File: src/rtl/alt_vipcts131_ctrl_pkg.sv
// Shared types and constants for the VIP control-update sequencer.
// Slave map: 0 control (bit0 go), 1 status (bit0 stopped), 2 irq, 3+i register i.
package alt_vipcts131_ctrl_pkg;

    typedef enum logic [2:0] {
        StIdle,
        StArmed,
        StRdCtrl,
        StWrStop,
        StPoll,
        StWrReg,
        StRbRd,
        StWrGo
    } cts_state_e;

    localparam int unsigned CTRL_ADDR   = 0;
    localparam int unsigned STATUS_ADDR = 1;
    localparam int unsigned IRQ_ADDR    = 2;
    localparam int unsigned REG_BASE    = 3;
    localparam int unsigned GO_BIT      = 0;
    localparam int unsigned STOPPED_BIT = 0;

    function automatic int unsigned idx_w(input int unsigned n);
        return (n <= 1) ? 1 : $clog2(n);
    endfunction

endpackage

File: src/rtl/alt_vipcts131_avmm_master_port.sv
// Avalon-MM master port: drives the request held by the sequencer until accepted and
// flags the cycle in which read data is valid (exactly one cycle after acceptance).
module alt_vipcts131_avmm_master_port #(
    parameter int unsigned AV_ADDRESS_WIDTH = 5,
    parameter int unsigned AV_DATA_WIDTH    = 16
) (
    input  logic                        clk_i,
    input  logic                        rst_ni,
    input  logic                        req_i,
    input  logic                        we_i,
    input  logic [AV_ADDRESS_WIDTH-1:0] addr_i,
    input  logic [AV_DATA_WIDTH-1:0]    wdata_i,
    output logic                        ack_o,
    output logic                        rdata_valid_o,
    output logic [AV_DATA_WIDTH-1:0]    rdata_o,
    output logic [AV_ADDRESS_WIDTH-1:0] av_address_o,
    output logic                        av_read_o,
    output logic                        av_write_o,
    output logic [AV_DATA_WIDTH-1:0]    av_writedata_o,
    input  logic [AV_DATA_WIDTH-1:0]    av_readdata_i,
    input  logic                        av_waitrequest_i
);

    logic rdata_valid_q;

    assign av_read_o      = req_i & ~we_i;
    assign av_write_o     = req_i & we_i;
    assign av_address_o   = req_i ? addr_i : '0;
    assign av_writedata_o = (req_i & we_i) ? wdata_i : '0;
    assign ack_o          = req_i & ~av_waitrequest_i;
    assign rdata_valid_o  = rdata_valid_q;
    assign rdata_o        = av_readdata_i;

    always_ff @(posedge clk_i or negedge rst_ni) begin
        if (!rst_ni) begin
            rdata_valid_q <= 1'b0;
        end else begin
            rdata_valid_q <= av_read_o & ~av_waitrequest_i;
        end
    end

endmodule

File: src/rtl/alt_vipcts131_ctrl_update_sequencer.sv
// Applies a staged batch of register writes to a VIP control slave at the next safe point.
// Optional CTS_READBACK_VERIFY_EN: read back each register write and flag mismatches.
module alt_vipcts131_ctrl_update_sequencer
    import alt_vipcts131_ctrl_pkg::*;
#(
    parameter int unsigned AV_ADDRESS_WIDTH = 5,
    parameter int unsigned AV_DATA_WIDTH    = 16,
    parameter int unsigned NO_ENTRIES       = 4,
    parameter int unsigned POLL_LIMIT       = 255,
    localparam int unsigned IDX_W           = idx_w(NO_ENTRIES)
) (
    input  logic                        clk_i,
    input  logic                        rst_ni,
    input  logic                        cfg_wr_i,
    input  logic [IDX_W-1:0]            cfg_index_i,
    input  logic [AV_ADDRESS_WIDTH-1:0] cfg_reg_i,
    input  logic [AV_DATA_WIDTH-1:0]    cfg_data_i,
    input  logic                        cfg_commit_i,
    input  logic [IDX_W:0]              cfg_count_i,
    input  logic                        sync_i,
    output logic [AV_ADDRESS_WIDTH-1:0] av_address_o,
    output logic                        av_read_o,
    output logic                        av_write_o,
    output logic [AV_DATA_WIDTH-1:0]    av_writedata_o,
    input  logic [AV_DATA_WIDTH-1:0]    av_readdata_i,
    input  logic                        av_waitrequest_i,
    output logic                        armed_o,
    output logic                        busy_o,
    output logic                        done_o,
    output logic                        timeout_err_o
`ifdef CTS_READBACK_VERIFY_EN
    ,
    output logic                        readback_err_o
`endif
);

    localparam int unsigned CW = IDX_W + 1;
    localparam logic [AV_DATA_WIDTH-1:0] GoMask = AV_DATA_WIDTH'(1) << GO_BIT;
    localparam logic [CW-1:0] MaxCount = CW'(NO_ENTRIES);
    localparam logic [AV_ADDRESS_WIDTH-1:0] CtrlAddr   = AV_ADDRESS_WIDTH'(CTRL_ADDR);
    localparam logic [AV_ADDRESS_WIDTH-1:0] StatusAddr = AV_ADDRESS_WIDTH'(STATUS_ADDR);
    localparam logic [AV_ADDRESS_WIDTH-1:0] RegBase    = AV_ADDRESS_WIDTH'(REG_BASE);

    cts_state_e                  state_q;
    logic                        req_q, we_q;
    logic [AV_ADDRESS_WIDTH-1:0] addr_q;
    logic [AV_DATA_WIDTH-1:0]    wdata_q;
    logic [AV_ADDRESS_WIDTH-1:0] ent_reg_q  [NO_ENTRIES];
    logic [AV_DATA_WIDTH-1:0]    ent_data_q [NO_ENTRIES];
    logic [AV_DATA_WIDTH-1:0]    ctrl_saved_q;
    logic [CW-1:0]               count_q, k_q;
    logic [15:0]                 poll_cnt_q;
    logic                        done_q, timeout_q;
`ifdef CTS_READBACK_VERIFY_EN
    logic                        rb_err_q;
`endif

    logic                     ack, rd_valid;
    logic [AV_DATA_WIDTH-1:0] rdata;
    logic [CW-1:0]            commit_count, k_next;
    logic                     last_entry, stage_wr, poll_exhausted;

    assign commit_count   = (cfg_count_i > MaxCount) ? MaxCount : cfg_count_i;
    assign k_next         = k_q + CW'(1);
    assign last_entry     = (k_next == count_q);
    assign stage_wr       = cfg_wr_i && (state_q == StIdle || state_q == StArmed)
                            && ({1'b0, cfg_index_i} < MaxCount);
    assign poll_exhausted = ({1'b0, poll_cnt_q} + 17'd1) == 17'(POLL_LIMIT);

    assign armed_o       = (state_q == StArmed);
    assign busy_o        = (state_q != StIdle) && (state_q != StArmed);
    assign done_o        = done_q;
    assign timeout_err_o = timeout_q;
`ifdef CTS_READBACK_VERIFY_EN
    assign readback_err_o = rb_err_q;
`endif

    alt_vipcts131_avmm_master_port #(
        .AV_ADDRESS_WIDTH(AV_ADDRESS_WIDTH),
        .AV_DATA_WIDTH   (AV_DATA_WIDTH)
    ) u_port (
        .clk_i           (clk_i),
        .rst_ni          (rst_ni),
        .req_i           (req_q),
        .we_i            (we_q),
        .addr_i          (addr_q),
        .wdata_i         (wdata_q),
        .ack_o           (ack),
        .rdata_valid_o   (rd_valid),
        .rdata_o         (rdata),
        .av_address_o    (av_address_o),
        .av_read_o       (av_read_o),
        .av_write_o      (av_write_o),
        .av_writedata_o  (av_writedata_o),
        .av_readdata_i   (av_readdata_i),
        .av_waitrequest_i(av_waitrequest_i)
    );

    // Every transition that starts a bus access loads req/we/addr/wdata at the same edge,
    // so the request appears on the bus in the first cycle of the new state.
    always_ff @(posedge clk_i or negedge rst_ni) begin
        if (!rst_ni) begin
            state_q      <= StIdle;
            req_q        <= 1'b0;
            we_q         <= 1'b0;
            addr_q       <= '0;
            wdata_q      <= '0;
            ctrl_saved_q <= '0;
            count_q      <= '0;
            k_q          <= '0;
            poll_cnt_q   <= '0;
            done_q       <= 1'b0;
            timeout_q    <= 1'b0;
`ifdef CTS_READBACK_VERIFY_EN
            rb_err_q     <= 1'b0;
`endif
            for (int i = 0; i < NO_ENTRIES; i++) begin
                ent_reg_q[i]  <= '0;
                ent_data_q[i] <= '0;
            end
        end else begin
            done_q <= 1'b0;
            if (stage_wr) begin
                ent_reg_q[cfg_index_i]  <= cfg_reg_i;
                ent_data_q[cfg_index_i] <= cfg_data_i;
            end
            unique case (state_q)
                StIdle: begin
                    if (cfg_commit_i) begin
                        count_q   <= commit_count;
                        timeout_q <= 1'b0;
`ifdef CTS_READBACK_VERIFY_EN
                        rb_err_q  <= 1'b0;
`endif
                        state_q   <= StArmed;
                    end
                end
                StArmed: begin
                    if (cfg_commit_i) begin
                        count_q   <= commit_count;
                        timeout_q <= 1'b0;
`ifdef CTS_READBACK_VERIFY_EN
                        rb_err_q  <= 1'b0;
`endif
                    end
                    if (sync_i) begin
                        state_q <= StRdCtrl;
                        req_q   <= 1'b1;
                        we_q    <= 1'b0;
                        addr_q  <= CtrlAddr;
                    end
                end
                StRdCtrl: begin
                    if (req_q) begin
                        if (ack) req_q <= 1'b0;
                    end else if (rd_valid) begin
                        ctrl_saved_q <= rdata;
                        state_q      <= StWrStop;
                        req_q        <= 1'b1;
                        we_q         <= 1'b1;
                        addr_q       <= CtrlAddr;
                        wdata_q      <= rdata & ~GoMask;
                    end
                end
                StWrStop: begin
                    if (ack) begin
                        state_q    <= StPoll;
                        we_q       <= 1'b0;
                        addr_q     <= StatusAddr;
                        poll_cnt_q <= '0;
                    end
                end
                StPoll: begin
                    if (req_q) begin
                        if (ack) req_q <= 1'b0;
                    end else if (rd_valid) begin
                        req_q <= 1'b1;
                        if (rdata[STOPPED_BIT] && count_q != '0) begin
                            state_q <= StWrReg;
                            k_q     <= '0;
                            we_q    <= 1'b1;
                            addr_q  <= ent_reg_q[0] + RegBase;
                            wdata_q <= ent_data_q[0];
                        end else if (rdata[STOPPED_BIT] || poll_exhausted) begin
                            // Timeout still restores go so the core is never left stopped.
                            timeout_q <= timeout_q | ~rdata[STOPPED_BIT];
                            state_q   <= StWrGo;
                            we_q      <= 1'b1;
                            addr_q    <= CtrlAddr;
                            wdata_q   <= ctrl_saved_q | GoMask;
                        end else begin
                            poll_cnt_q <= poll_cnt_q + 16'd1;
                        end
                    end
                end
                StWrReg: begin
                    if (ack) begin
`ifdef CTS_READBACK_VERIFY_EN
                        state_q <= StRbRd;
                        we_q    <= 1'b0;
`else
                        if (last_entry) begin
                            state_q <= StWrGo;
                            addr_q  <= CtrlAddr;
                            wdata_q <= ctrl_saved_q | GoMask;
                        end else begin
                            k_q     <= k_next;
                            addr_q  <= ent_reg_q[k_next[IDX_W-1:0]] + RegBase;
                            wdata_q <= ent_data_q[k_next[IDX_W-1:0]];
                        end
`endif
                    end
                end
`ifdef CTS_READBACK_VERIFY_EN
                StRbRd: begin
                    if (req_q) begin
                        if (ack) req_q <= 1'b0;
                    end else if (rd_valid) begin
                        if (rdata != wdata_q) rb_err_q <= 1'b1;
                        req_q <= 1'b1;
                        we_q  <= 1'b1;
                        if (last_entry) begin
                            state_q <= StWrGo;
                            addr_q  <= CtrlAddr;
                            wdata_q <= ctrl_saved_q | GoMask;
                        end else begin
                            state_q <= StWrReg;
                            k_q     <= k_next;
                            addr_q  <= ent_reg_q[k_next[IDX_W-1:0]] + RegBase;
                            wdata_q <= ent_data_q[k_next[IDX_W-1:0]];
                        end
                    end
                end
`endif
                StWrGo: begin
                    if (ack) begin
                        state_q <= StIdle;
                        req_q   <= 1'b0;
                        we_q    <= 1'b0;
                        done_q  <= 1'b1;
                    end
                end
                default: state_q <= StIdle;
            endcase
        end
    end

endmodule

File: config.mk
export PLATFORM = sky130hd
export DESIGN_NAME = alt_vipcts131_ctrl_update_sequencer
export DESIGN_NICKNAME = d
export VERILOG_FILES = /design/src/rtl/alt_vipcts131_ctrl_pkg.sv /design/src/rtl/alt_vipcts131_avmm_master_port.sv /design/src/rtl/alt_vipcts131_ctrl_update_sequencer.sv
export SDC_FILE = /design/constraint.sdc
export NUM_CORES = 1
export LEC_CHECK = 0
export CAP_MARGIN = 25
export CELL_PAD_IN_SITES_DETAIL_PLACEMENT = 0
export CELL_PAD_IN_SITES_GLOBAL_PLACEMENT = 1
export CORE_MARGIN = 4
export CORE_UTILIZATION = 50
export DETAILED_ROUTE_END_ITERATION = 10
export GPL_ROUTABILITY_DRIVEN = 0
export PLACE_DENSITY_LB_ADDON = 0.25
export RECOVER_POWER = 50
export SYNTH_ARGS = -nofsm -noshare
export SYNTH_HDL_FRONTEND = slang
export SYNTH_SLANG_ARGS = --single-unit
File: constraint.sdc
create_clock -name clk_i -period 4.58 [get_ports clk_i]
set_clock_uncertainty 0.05 [all_clocks]
set_input_delay 0.458 -clock clk_i [delete_from_list [all_inputs] [get_ports clk_i]]
set_output_delay 0.458 -clock clk_i [all_outputs]
set_load 0.01 [all_outputs]
# Word level (Yosys, flattened, before mapping)
# Cells that the tools add are included.
# word_totals
reg_bits	151
latch_bits	0
ram_bits	0
rom_bits	0
in_bits	48
output_inout_bits	27
memories	0
# op_classes
addsub	5
multipliers	0
div	0
magnitude_cmp	4
n_eq_ne	27
shifts	0
n_mux	82
bitwise_logic	11
n_reduce_logical	29
# ops
op	n
16-bit 2-to-1 mux	17
5-bit 2-to-1 mux	14
64-bit bitwise mux	1
3-bit 2-to-1 mux	18
16-bit one-hot mux with 3 select lines	1
16-bit binary-select mux with 2-bit select	1
16-bit demux with 2-bit select	1
16-bit one-hot mux with 2 select lines	1
2-bit != test, second input constant	13
5-bit one-hot mux with 5 select lines	1
3-bit one-hot mux with 7 select lines	1
20-bit bitwise mux	1
1-bit 2-to-1 mux	19
6-bit AND reduction	3
16-bit by 1-bit adder with 17-bit output, second input constant	1
17-bit by 8-bit == test with 1-bit output, second input constant	1
16-bit by 1-bit adder with 16-bit output, second input constant	1
3-bit nonzero test	4
11-bit AND reduction	1
5-bit by 2-bit adder with 5-bit output, second input constant	2
5-bit binary-select mux with 2-bit select	1
5-bit demux with 2-bit select	1
3-bit == test, second input constant	3
9-bit AND reduction	1
other kinds (29)	50

# Depth between registers and ports, before layout
# depth
word_depth	9
depth_mapped	10
mapped_depth_nobuf	8

# Cells and area by module
# A second synthesis with hierarchy kept.
# unflattened
hier_cells	682
area_unflattened_um2	7801.2
# by_module_without_submodules
module	instances	cells_each	area_per_inst_um2	seq_area_each_um2
alt_vipcts131_ctrl_update_sequencer	1	637	7458.4	3728.6
alt_vipcts131_avmm_master_port	1	45	342.8	25.0

# Worst setup path before layout
# Ideal clock, no wire load.
# synth_timing
path_type	register to register
startpoint	register poll_cnt_q[0]
endpoint	register wdata_q[0]
arrival_time_ns	2.520
path_slack_ns	1.884
stages_incl_launch_ff	11
n_path_buf	2
synth_period_minus_slack_ns	2.696
cell_sequence	dfrtp_1 > ha_1 > and3_1 > buf_2 > xnor2_1 > a2111oi_1 > o211a_4 > a21o_4 > a2bb2oi_4 > buf_6 > mux2_4
# synth_via
elab_chain_cells	5
# synth_rtl
element	line	rtl
start, declared	alt_vipcts131_ctrl_update_sequencer.sv:52	logic [15:0] poll_cnt_q;
start signal, assigned	alt_vipcts131_ctrl_update_sequencer.sv:192	poll_cnt_q <= poll_cnt_q + 16'd1;
16-bit by 1-bit adder with 17-bit output	alt_vipcts131_ctrl_update_sequencer.sv:68	assign poll_exhausted = ({1'b0, poll_cnt_q} + 17'd1) == 17'(POLL_LIMIT);
17-bit by 8-bit == test with 1-bit output	alt_vipcts131_ctrl_update_sequencer.sv:68	
1-bit logical OR	alt_vipcts131_ctrl_update_sequencer.sv:184	end else if (rdata[STOPPED_BIT] || poll_exhausted) begin
3-bit != test (no source line)	--	
7-bit AND reduction (no source line)	--	
end signal, assigned	alt_vipcts131_ctrl_update_sequencer.sv:183	wdata_q <= ent_data_q[0];
end signal, assigned	alt_vipcts131_ctrl_update_sequencer.sv:190	wdata_q <= ctrl_saved_q | GoMask;
end signal, assigned	alt_vipcts131_ctrl_update_sequencer.sv:205	wdata_q <= ctrl_saved_q | GoMask;
end, declared	alt_vipcts131_ctrl_update_sequencer.sv:47	logic [AV_DATA_WIDTH-1:0] wdata_q;
# Every way passes these cells.
# A chain may end at the register's enable or synchronous reset.

# Final worst setup path
# layout_timing
startpoint	register req_q
endpoint	register poll_cnt_q[14]
# layout_via
elab_chain_cells	3
# layout_rtl
element	line	rtl
start, declared	alt_vipcts131_ctrl_update_sequencer.sv:45	logic req_q, we_q;
start signal, assigned	alt_vipcts131_ctrl_update_sequencer.sv:104	req_q <= 1'b0;
start signal, assigned	alt_vipcts131_ctrl_update_sequencer.sv:148	req_q <= 1'b1;
start signal, assigned	alt_vipcts131_ctrl_update_sequencer.sv:155	if (ack) req_q <= 1'b0;
1-bit AND	alt_vipcts131_avmm_master_port.sv:30	assign ack_o = req_i & ~av_waitrequest_i;
2-bit != test (no source line)	--	
6-bit AND reduction (no source line) (*)	--	
# Mark *: on every way between the ends. The rest lies on a longest branch, timed or not.

==> key figures <==
Timing
  – Setup_tns: 0 ns
  – Worst-margin pin slew: 2.29 ns
  – Rel. slew slack: -0.527
  – Crit share post-route: 0.670
  – Hold Slack: -0.0138 ns
  – Minimum clock period: 3.07 ns
  – Max-slew violation count: 106
  – Unrepaired setup endpoints after global routing: no
  – Final Hold Vio Count: 7
  – Final Setup Violations: 0
  – Max Clk Rate: 326 MHz

Drt
  – Vias: 5536
  – WL final: 18.4 mm
  – Post-route ant nets: 0
  – Post-DR wirelength/cell: 19.8 µm
  – TritonRoute pass-1 iters: 6
  – Starting DRC count in detailed routing: 441
  – DRC viols: 0
  – Avg Vias per Cell: 5.95

Die
  – Die area: 0.0172 mm²
  – Core Region: 0.0147 mm²
  – # IOs: 75
  – Rows: 44
  – Initial Utilization: 0.516
  – Die span in x: 131 µm
  – Chip Height: 131 µm

Clock tree
  – CTS tree: done
  – Clk slew on worst S/H paths: 0.07 ns
  – Root buffer cell: clkbuf_16
  – Num CTS Buffers: 17
  – Clock sink total: 150
  – Post-CTS Setup Repair Bufs: 0
  – Hold_buf cts: 0
  – Post-cts sizing count: 0
  – H-tree Lvls: 4
  – Max clock buf depth: 2
  – Clk_lat worst skew: 0.43 ns

Layout
  – Commonest non-fill, non-tap cell in the layout: dfrtp_1
  – Area delta synth->final: 20.4%
  – Most frequent cells in the layout: dfrtp_1 (150), mux2_2 (113), nand2_1 (81), clkdlybuf4s50_1 (71), o21ai_0 (39)
  – Layout cells sized above 1: 0.249
  – Final core occ: 0.622
  – Diode count: 0
  – Nets@finish: 787
  – Multi-input logic area: 0.00364 mm²
  – Fillcell total: 1176
  – Register Area: 0.00375 mm²

Global route
  – Grt total ovfl: 0
  – First-pass GRT wire length: 30.4 mm
  – Largest net degree at the start of global routing: 71
  – Vias in the first global route: 5856
  – GRT Overall Usage: 0.219
  – Initial antenna violation count: 0

Setup path
  – Worst endpoint required time: 4.84 ns
  – Crit Path Max Fanout: 30
  – Critical path class: reg -> reg
  – Crit-path max cell delay: 0.69 ns
  – Crit-path cells: or3b_2 -> nor2_1 -> nand2_1 -> nor2_1 -> a21boi_2 -> nor2_1 -> a221o_1
  – CP dominant cell by count: nor2_1
  – CP arrival: 3.33 ns
  – Worst path slowest cell: dfrtp_1
  – Startpoint Class: register
  – CP endpoint kind: register

Synthesis
  – Async S/R FF share, synth: 1.00
  – Sequential area share after synthesis: 0.495
  – Post-Synthesis Cells: 667
  – Synth top area cells: dfrtp_1 (49%), mux2_2 (17%), nand2_1 (4.0%), o21ai_0 (2.6%), mux2i_1 (2.4%)
  – Top_reg_cell synth: dfrtp_1
  – Mapped cell area: 0.00759 mm²
  – Post-synthesis average cell area: 11.4 µm²
  – Yosys reg bits: 150
  – Mapped Nets: 720
  – Post-synth cell types: 59
  – Yosys top cell by area: dfrtp_1
  – Synth Warn #: 0
  – Share of the synthesized area in the top cell type: 0.495
  – Post-synth EDFFs: 0

Power and ir drop
  – Leakage: 0.00422 µW
  – Peak VDD IR: 244 µV
  – Power Density: 317 mW/mm²

Hold path
  – HP Class: in -> async

Outcome
  – Status: complete, but fails checks
  – Failing checks: negative hold slack, max-capacitance violations, max-slew violations

Job
  – Max-cap violations: 3

Placed design
  – Dpl hpwl: 12.2 mm
  – Port Buffers: 74
[path summary, 6_finish.rpt]
check                         startpoint              to  slack (ns)  cells after the start
max                                req_q  poll_cnt_q[14]        1.51                      7
min                               rst_ni   ent_reg_q[13]       -0.01                      1
max reg2reg                        req_q  poll_cnt_q[14]        1.51                      7
min reg2reg                timeout_err_o   timeout_err_o        0.45                      2
max in group asynchronous         rst_ni   ent_data_q[9]        1.91                      2
min in group clk_i         timeout_err_o   timeout_err_o        0.45                      2
[kinds of logic after synthesis]
logic type	synth area share
and+or+nand+nor	0.129
DFF	0.495
muxes	0.226
AOI/OAI and AO/OA	0.101
buffers and inverters	0.0274
xor gates and xnor gates	0.0138
adders and majority gates	0.00824
[where the power goes]
group | leakage, µW | switching, µW | internal (µW) | total [µW]
Combinational | 0.00192 | 46.0 | 44.2 | 90.2
Clock | 0.000293 | 595 | 875 | 1470
Sequential | 0.00201 | 3.60 | 1330 | 1340
[synth_stat cells (8+ instances only)]
| cell type | count |
|---|---|
| and3_1 | 20 |
| nand2_1 | 81 |
| mux2_4 | 10 |
| nand3_1 | 17 |
| nor3_1 | 8 |
| mux2_2 | 113 |
| nor2_1 | 26 |
| clkbuf_1 | 27 |
| o21ai_0 | 39 |
| mux2i_1 | 18 |
| a222oi_1 | 15 |
| inv_1 | 12 |
| dfrtp_1 | 150 |
| a21oi_1 | 8 |
| o22ai_1 | 10 |
[sequential cells by signal, summed over array words and instances, names as in the netlist]
name	flops
timeout_err_o	1
addr_q	5
req_q	1
poll_cnt_q	16
done_o	1
state_q	3
ctrl_saved_q	15
u_port.rdata_valid_o	1
ent_reg_q	20
ent_data_q	64
k_q	3
wdata_q	16
count_q	3
we_q	1
[worst max-delay path: cells and delay by family, from the launching register on]
family,cells,cell delay [ns]
compound gates,2,0.89
flops,1,0.69
simple gates,5,1.32
[cell type report]
cell class,instances,share of cell area
clock buffers,18,0.0470
clock inverters,14,0.0205
inverters,13,0.00534
multi-input cells,466,0.399
flip-flops and latches,150,0.411
well taps,184,0.0252
repair buffers,86,0.0924
[metal layers]
metal  global-route usage  vias up  wire length, µm
li1                     -     2555                -
met1                0.283     2778             8160
met2                0.367      173             8990
met3               0.0424       30              912
met4               0.0858        0              382
met5                    0        -                0
[per-stage QoR]
step	setup slack, ns	power, µW	std cells	area [µm²]	hold slack (ns)
6_report	1.51	2900	931	9140	-0.0138
5_1_grt	1.24	2990	931	9140	0.0505
4_1_cts	1.51	2930	930	9140	0.0159
3_5_place_dp	1.52	1450	898	8520	0.422
3_3_place_gp	1.62	1450	897	8490	0.412
2_1_floorplan	1.88	1370	667	7590	0.112
Power figures use the tool's default switching activity.
